**src/rtl/merge.sv**
```systemverilog
// Lane-to-stream merger: gathers KERNEL_LENGTH parallel words per write and
// replays them lane-major (all of lane 0, then lane 1, ...) for the DMA writer.
module merge #(
   parameter int DATA_WIDTH    = 32,
   parameter int BURST_LENGTH  = 32,
   parameter int KERNEL_LENGTH = 3
) (
   input  logic                                    clk,
   input  logic                                    rst,
   input  logic                                    wen,
   input  logic [KERNEL_LENGTH-1:0][DATA_WIDTH-1:0] din,
   input  logic                                    flush,
   output logic                                    full_flag,
   output logic                                    empty_flag,
   input  logic                                    ren,
   output logic                                    valid,
   output logic [DATA_WIDTH-1:0]                   dout,
   output logic [$clog2(KERNEL_LENGTH)-1:0]        lane_sel,
   output logic                                    burst_last
);

   localparam int AW = $clog2(BURST_LENGTH);
   localparam int LW = $clog2(KERNEL_LENGTH);

   localparam logic [0:0]    FILL  = 1'b0;
   localparam logic [0:0]    DRAIN = 1'b1;

   localparam logic [AW:0]   BL_C      = (AW+1)'(BURST_LENGTH);
   localparam logic [AW:0]   ONE_C     = (AW+1)'(1);
   localparam logic [AW-1:0] IDX_ONE   = AW'(1);
   localparam logic [LW-1:0] LANE_ONE  = LW'(1);
   localparam logic [LW-1:0] LAST_LANE = LW'(KERNEL_LENGTH-1);

   logic [DATA_WIDTH-1:0] r_mem [KERNEL_LENGTH][BURST_LENGTH];

   logic [0:0]            r_state;
   // Write pointer doubles as the fill count: both advance together and clear together.
   logic [AW:0]           r_wptr;
   logic [AW:0]           r_len;
   logic [LW-1:0]         r_rd_lane;
   logic [AW-1:0]         r_rd_idx;
   logic                  r_more;
   logic                  r_valid;
   logic [DATA_WIDTH-1:0] r_dout;
   logic [LW-1:0]         r_lane_sel;
   logic                  r_burst_last;

   logic                  w_full;
   logic                  w_wr;
   logic [AW:0]           w_cnt_next;
   logic                  w_load;
   logic                  w_rd_last_idx;
   logic                  w_rd_last_lane;

   assign w_full         = (r_state == DRAIN) || (r_wptr == BL_C);
   assign w_wr           = wen && !w_full;
   assign w_cnt_next     = r_wptr + {{AW{1'b0}}, w_wr};
   // The output register may be refilled when empty or being consumed this cycle.
   assign w_load         = (r_state == DRAIN) && (!r_valid || ren);
   assign w_rd_last_idx  = ({1'b0, r_rd_idx} == (r_len - ONE_C));
   assign w_rd_last_lane = (r_rd_lane == LAST_LANE);

   always_ff @(posedge clk) begin
      if (w_wr) begin
         for (int k = 0; k < KERNEL_LENGTH; k++) begin
            r_mem[k][r_wptr[AW-1:0]] <= din[k];
         end
      end
   end

   always_ff @(posedge clk) begin
      if (rst) begin
         r_state      <= FILL;
         r_wptr       <= '0;
         r_len        <= '0;
         r_rd_lane    <= '0;
         r_rd_idx     <= '0;
         r_more       <= 1'b0;
         r_valid      <= 1'b0;
         r_dout       <= '0;
         r_lane_sel   <= '0;
         r_burst_last <= 1'b0;
      end else begin
         case (r_state)
            FILL: begin
               if (w_wr) begin
                  r_wptr <= r_wptr + ONE_C;
               end
               if (r_wptr == BL_C || (flush && w_cnt_next != '0)) begin
                  r_state   <= DRAIN;
                  r_len     <= (r_wptr == BL_C) ? BL_C : w_cnt_next;
                  r_rd_lane <= '0;
                  r_rd_idx  <= '0;
                  r_more    <= 1'b1;
               end
            end
            default: begin
               if (w_load) begin
                  if (r_more) begin
                     r_dout       <= r_mem[r_rd_lane][r_rd_idx];
                     r_lane_sel   <= r_rd_lane;
                     r_burst_last <= w_rd_last_idx;
                     r_valid      <= 1'b1;
                     if (w_rd_last_idx) begin
                        r_rd_idx <= '0;
                        if (w_rd_last_lane) begin
                           r_more <= 1'b0;
                        end else begin
                           r_rd_lane <= r_rd_lane + LANE_ONE;
                        end
                     end else begin
                        r_rd_idx <= r_rd_idx + IDX_ONE;
                     end
                  end else begin
                     // Final word is leaving; the burst is done.
                     r_valid <= 1'b0;
                     if (r_valid) begin
                        r_state <= FILL;
                        r_wptr  <= '0;
                     end
                  end
               end
            end
         endcase
      end
   end

   assign full_flag  = w_full;
   assign empty_flag = (r_state == FILL) && (r_wptr == '0);
   assign valid      = r_valid;
   assign dout       = r_dout;
   assign lane_sel   = r_lane_sel;
   assign burst_last = r_burst_last;

endmodule

```
**config.mk**
```make
export PLATFORM = sky130hd
export DESIGN_NAME = merge
export DESIGN_NICKNAME = d
export VERILOG_FILES = /design/src/rtl/merge.sv
export SDC_FILE = /design/constraint.sdc
export NUM_CORES = 2
export LEC_CHECK = 0
export CAP_MARGIN = 5
export CORE_AREA = 5 5 479 481
export DETAILED_ROUTE_END_ITERATION = 6
export DIE_AREA = 0 0 484 486
export HOLD_SLACK_MARGIN = 0.03
export PLACE_DENSITY = 0.71
export SYNTH_ARGS = -nofsm -noshare
export SYNTH_HDL_FRONTEND = slang
export SYNTH_SLANG_ARGS = --single-unit
```
**constraint.sdc**
```tcl
create_clock -name clk -period 26.8 [get_ports clk]
set_clock_uncertainty 0.15 [all_clocks]
set_input_delay 5.36 -clock clk [delete_from_list [all_inputs] [get_ports clk]]
set_output_delay 5.36 -clock clk [all_outputs]
set_load 0.05 [all_outputs]
```
* Yosys cells after proc, flatten, opt, wreduce, memory -nomap -nowiden
Memories as Yosys holds them, arrays and structs flattened. A register that Yosys moved wholly into a read port is not among the register bits. Cells that the tools add are included. Widths: inputs -> output; s select.
Cells by class: muxes and demuxes 38, divide/modulo/power cells 0, multiply operators 0, shifts and indexed selects 0, reductions and logical operators 21, add/subtract/negate cells 5, magnitude comparators 3, eq/ne operators 9, bitwise gates (word level) 3
Operator list (number):
- $mux 1024 | 1
- $bmux 32 s5 | 1
- $demux 32 s5 | 1
- $mux 32 | 3
- $mux 6 | 6
- $mux 5 | 5
- $mux 2 | 8
- $mux 1 | 13
- $ge 6x6->1 const B | 2
- $not 5->6 | 2
- $ne 2x1->1 const B | 4
- $add 6x1->6 | 1
- $add 6x1->6 const B | 1
- $eq 5x6->1 | 1
- $eq 6x6->1 const B | 1
- $logic_not 6->1 | 1
- $lt 6x1->1 const B | 1
- $reduce_and 2->1 | 3
- $reduce_and 3->1 | 2
- $reduce_bool 6->1 | 1
- $sub 6x1->6 const B | 1
- $add 5x1->5 const B | 1
- $logic_and 1x1->1 | 5
- $reduce_and 5->1 | 1
- 8 further kinds | 13
Storage, ports and cells: bits in writable memories 3072, memory bits (read-only) 0, memories kept 1, flip-flop bits (word level) 57, output and inout bits 38, bits in latches 0
Memories:
- r_mem | depth 3, bits a word 1024, read ports 1, clocked after memory_dff 1, wr ports 3, line 34 | logic [DATA_WIDTH-1:0] r_mem [KERNEL_LENGTH][BURST_LENGTH];

* Longest topological paths before layout
depth after elaboration 12, mapped depth 12, gate-level depth less buffers 10

* Least setup slack after synthesis
No wires, ideal clock.
path type input port to flip-flop, from input port wen, to memory r_mem[0][1000] in the netlist's numbering (enable), stages on the path 2, arrival 11905 ps, slack 14077 ps, buffers on the path 0, required time 25981 ps, cell sequence inv_1 > nor3_1
RTL lines:
- start: declaration | line 10 | input logic wen,
- end: declaration | line 34

==> results.cfg <==
[route]
via_per_inst = 6.77
drt_iter0_drc = 10485
ant_nets = 0
routedWlPerCell_um = 35.7
route.detailed.drc = 0
firstDrtPassIters = 6
drt-total-wl_mm = 358
vias = 67925

[sta]
fin_crit_ns = 9.18
setup_tns_ns = 0
min_period_over_period_pct = 34.2
relSlewSlack_pct = 10.9
rsz0062_at_grt = false
hold_viol = 0
worst_pin_slew_ns = 1.34
slew_viol_final = 0
finalSetupViolations = 0
max_freq_ghz = 0.109

[power]
leakagePower_uw = 0.0417
total_power_uw = 10000
ir_worst_vdd_v = 0.0000895
powerDensity_nw_per_um2 = 73.0

[cts]
cts_resized = 0
cts_tree = yes
numCtsBuffers = 323
hold_buffers = 0
clockRootBuffer = clkbuf_16
cts_setup_buffers = 0
htreeDepth = 5
clk_pin_slew_worst_paths_ns = 0.06
clock_latency_ns = 0.93
clockBufferDepth = 4
cts_sinks = 3131

[critical_path]
cp.required_ns = 27.18
cp-start-kind = input port
worstPathMaxFanout = 34
timing.rr.start = r_rd_idx[1]
critical_path_class = in2reg
startpoint = wen
cp.arrival_ns = 9.56
cp-end-kind = register

[global_route]
antenna_found_initial = 21
grt_max_degree = 127
gr-total-overflow = 0
grt_pass1_vias = 65516
grtUsageTotal_pct = 29.9
grt_first_pass_wirelength_mm = 500

[finish]
fill_cells = 15707
areaGrowthSynthToFinish_pct = 11.8
ff_latch_area_um2 = 93500
drive_above_1_share_pct = 20.3
nNetsFinal = 6908
multi_input_area_um2 = 27100
utilization_pct = 61.2

[synth]
yosys-top-cells-area = edfxtp_1 75%, mux4_2 6.1%, mux2i_1 4.3%, mux2_2 2.8%, nand2_1 1.1%
synth.area.mux_share_pct = 13.4
synth_top_family_by_area = multiplexers
synth-xor-area-share_pct = 0.0999
synth_cell_type_count = 84
yosys.area_share.simple_pct = 3.12
syn_area_per_cell_um2 = 18.8
yosys.area.top_type_share_pct = 75.2
ys_seq_area_share_pct = 76.2
synth_compound_area_share_pct = 5.14
syn_area_um2 = 123000
synth_edf_count = 3072
synthCells = 6521
async_flop_share_pct = 0
yosysWarnings = 0
synth-main-ff-cell = edfxtp_1
ys_ff_latch = 3131
yosys.area.top_type = edfxtp_1
yosys.area_share.adder_pct = 0.102
synth_nets = 6632

[worst_hold_path]
hold_start = r_rd_lane[1]
hp-class = reg2reg

[place]
dpl.hpwl_mm = 202
io_buffers = 138
gp_congestion = 0.876

[die]
core-area_um2 = 224000
rows = 174
io_pins = 139
initial_utilization_pct = 54.7
fp.dieW_um = 484
dieHeight_um = 486
die_area_um2 = 235000

[status]
outcome = completed

[run]
maxCapViolations = 0
[cell type report]
class | count | area share [%]
inverter | 11 | 0.0365
clock buffer | 405 | 6.31
antenna | 11 | 0.0201
tap | 2992 | 2.73
sequential | 3131 | 68.1
timing repair buffer | 332 | 1.93
multi-input combinational | 2998 | 19.8
clock inverter | 149 | 1.04
[metrics by stage]
stage	hold WS (ns)	cell area, µm²	setup slack (ns)	instances
4_1_cts	0.350	137000	17.70	10017
2_1_floorplan	0.308	123000	14.08	6521
3_5_place_dp	0.346	127000	16.76	9463
6_report	0.357	137000	17.62	10029
3_3_place_gp	0.337	127000	16.76	9463
5_1_grt	0.393	137000	17.48	10020
[sequential cells by signal, indices dropped and copies added, names as in the netlist, named ones only]
name,count
r_more,1
dout,32
burst_last,1
r_len,6
r_state,1
r_wptr,6
r_mem,3072
lane_sel,2
r_rd_lane,2
r_rd_idx,5
valid,1
[cells in the mapped netlist, drive strengths merged, types with 76 or more instances]
library cell / count
clkbuf: 115
o211ai: 96
edfxtp: 3072
mux4: 333
mux2i: 527
buf: 266
nor2: 188
mux2: 320
a22oi: 97
nand2: 370
o22ai: 76
o21ai: 254
a21oi: 156
[critical path, stage by stage]
cell and delay, ns:
clkdlybuf4s50_1 0.46, inv_1 0.07, a311oi_2 0.67, nand2_1 0.62, nor2_4 1.00, buf_4 0.62, buf_4 0.59
[cells by family (layout without fill, tap and decap cells)]
| family | Yosys count | count (layout) |
|---|---|---|
| AOI/OAI and AO/OA | 953 | 953 |
| xor gates and xnor gates | 14 | 14 |
| adders and majority gates | 10 | 10 |
| buffers and inverters | 392 | 897 |
| DFF | 3131 | 3131 |
| muxes | 1180 | 1180 |
| other | 0 | 11 |
| and+or+nand+nor | 841 | 841 |
[path summary, 6_finish.rpt]
check / endpoint / slack [ns] / depth (start not counted)
worst max register to register: dout[16] / 21.26 / 10
worst min-delay path: lane_sel[1] / 0.36 / 2
worst min register to register: lane_sel[1] / 0.36 / 2
worst max-delay path: r_mem[1][866] / 17.62 / 7
[placed cells by master (no fill, tap or decap), types with 149 or more instances in the layout]
| master | netlist | final |
|---|---|---|
| a21oi_1 | 156 | 156 |
| buf_4 | 70 | 180 |
| clkbuf_16 | 0 | 331 |
| edfxtp_1 | 3072 | 3072 |
| mux2_2 | 304 | 304 |
| mux2i_1 | 527 | 527 |
| mux4_2 | 333 | 333 |
| nand2_1 | 370 | 370 |
| nor2_1 | 186 | 149 |
| o21ai_0 | 250 | 250 |
[routing by layer]
| metal | routed length [µm] | GRT usage, % |
|---|---|---|
| met1 | 130000 | 41.1 |
| met2 | 165000 | 45.8 |
| met3 | 43400 | 7.13 |
| met4 | 19200 | 13.9 |
| met5 | 13 | 0 |
[power by group]
part           leakage (µW)  internal (µW)  switching [µW]
clock network       0.00492           2540            1810
logic               0.00861           45.3             195
registers            0.0281           5410            15.6
(Power assumes the default switching activity.)
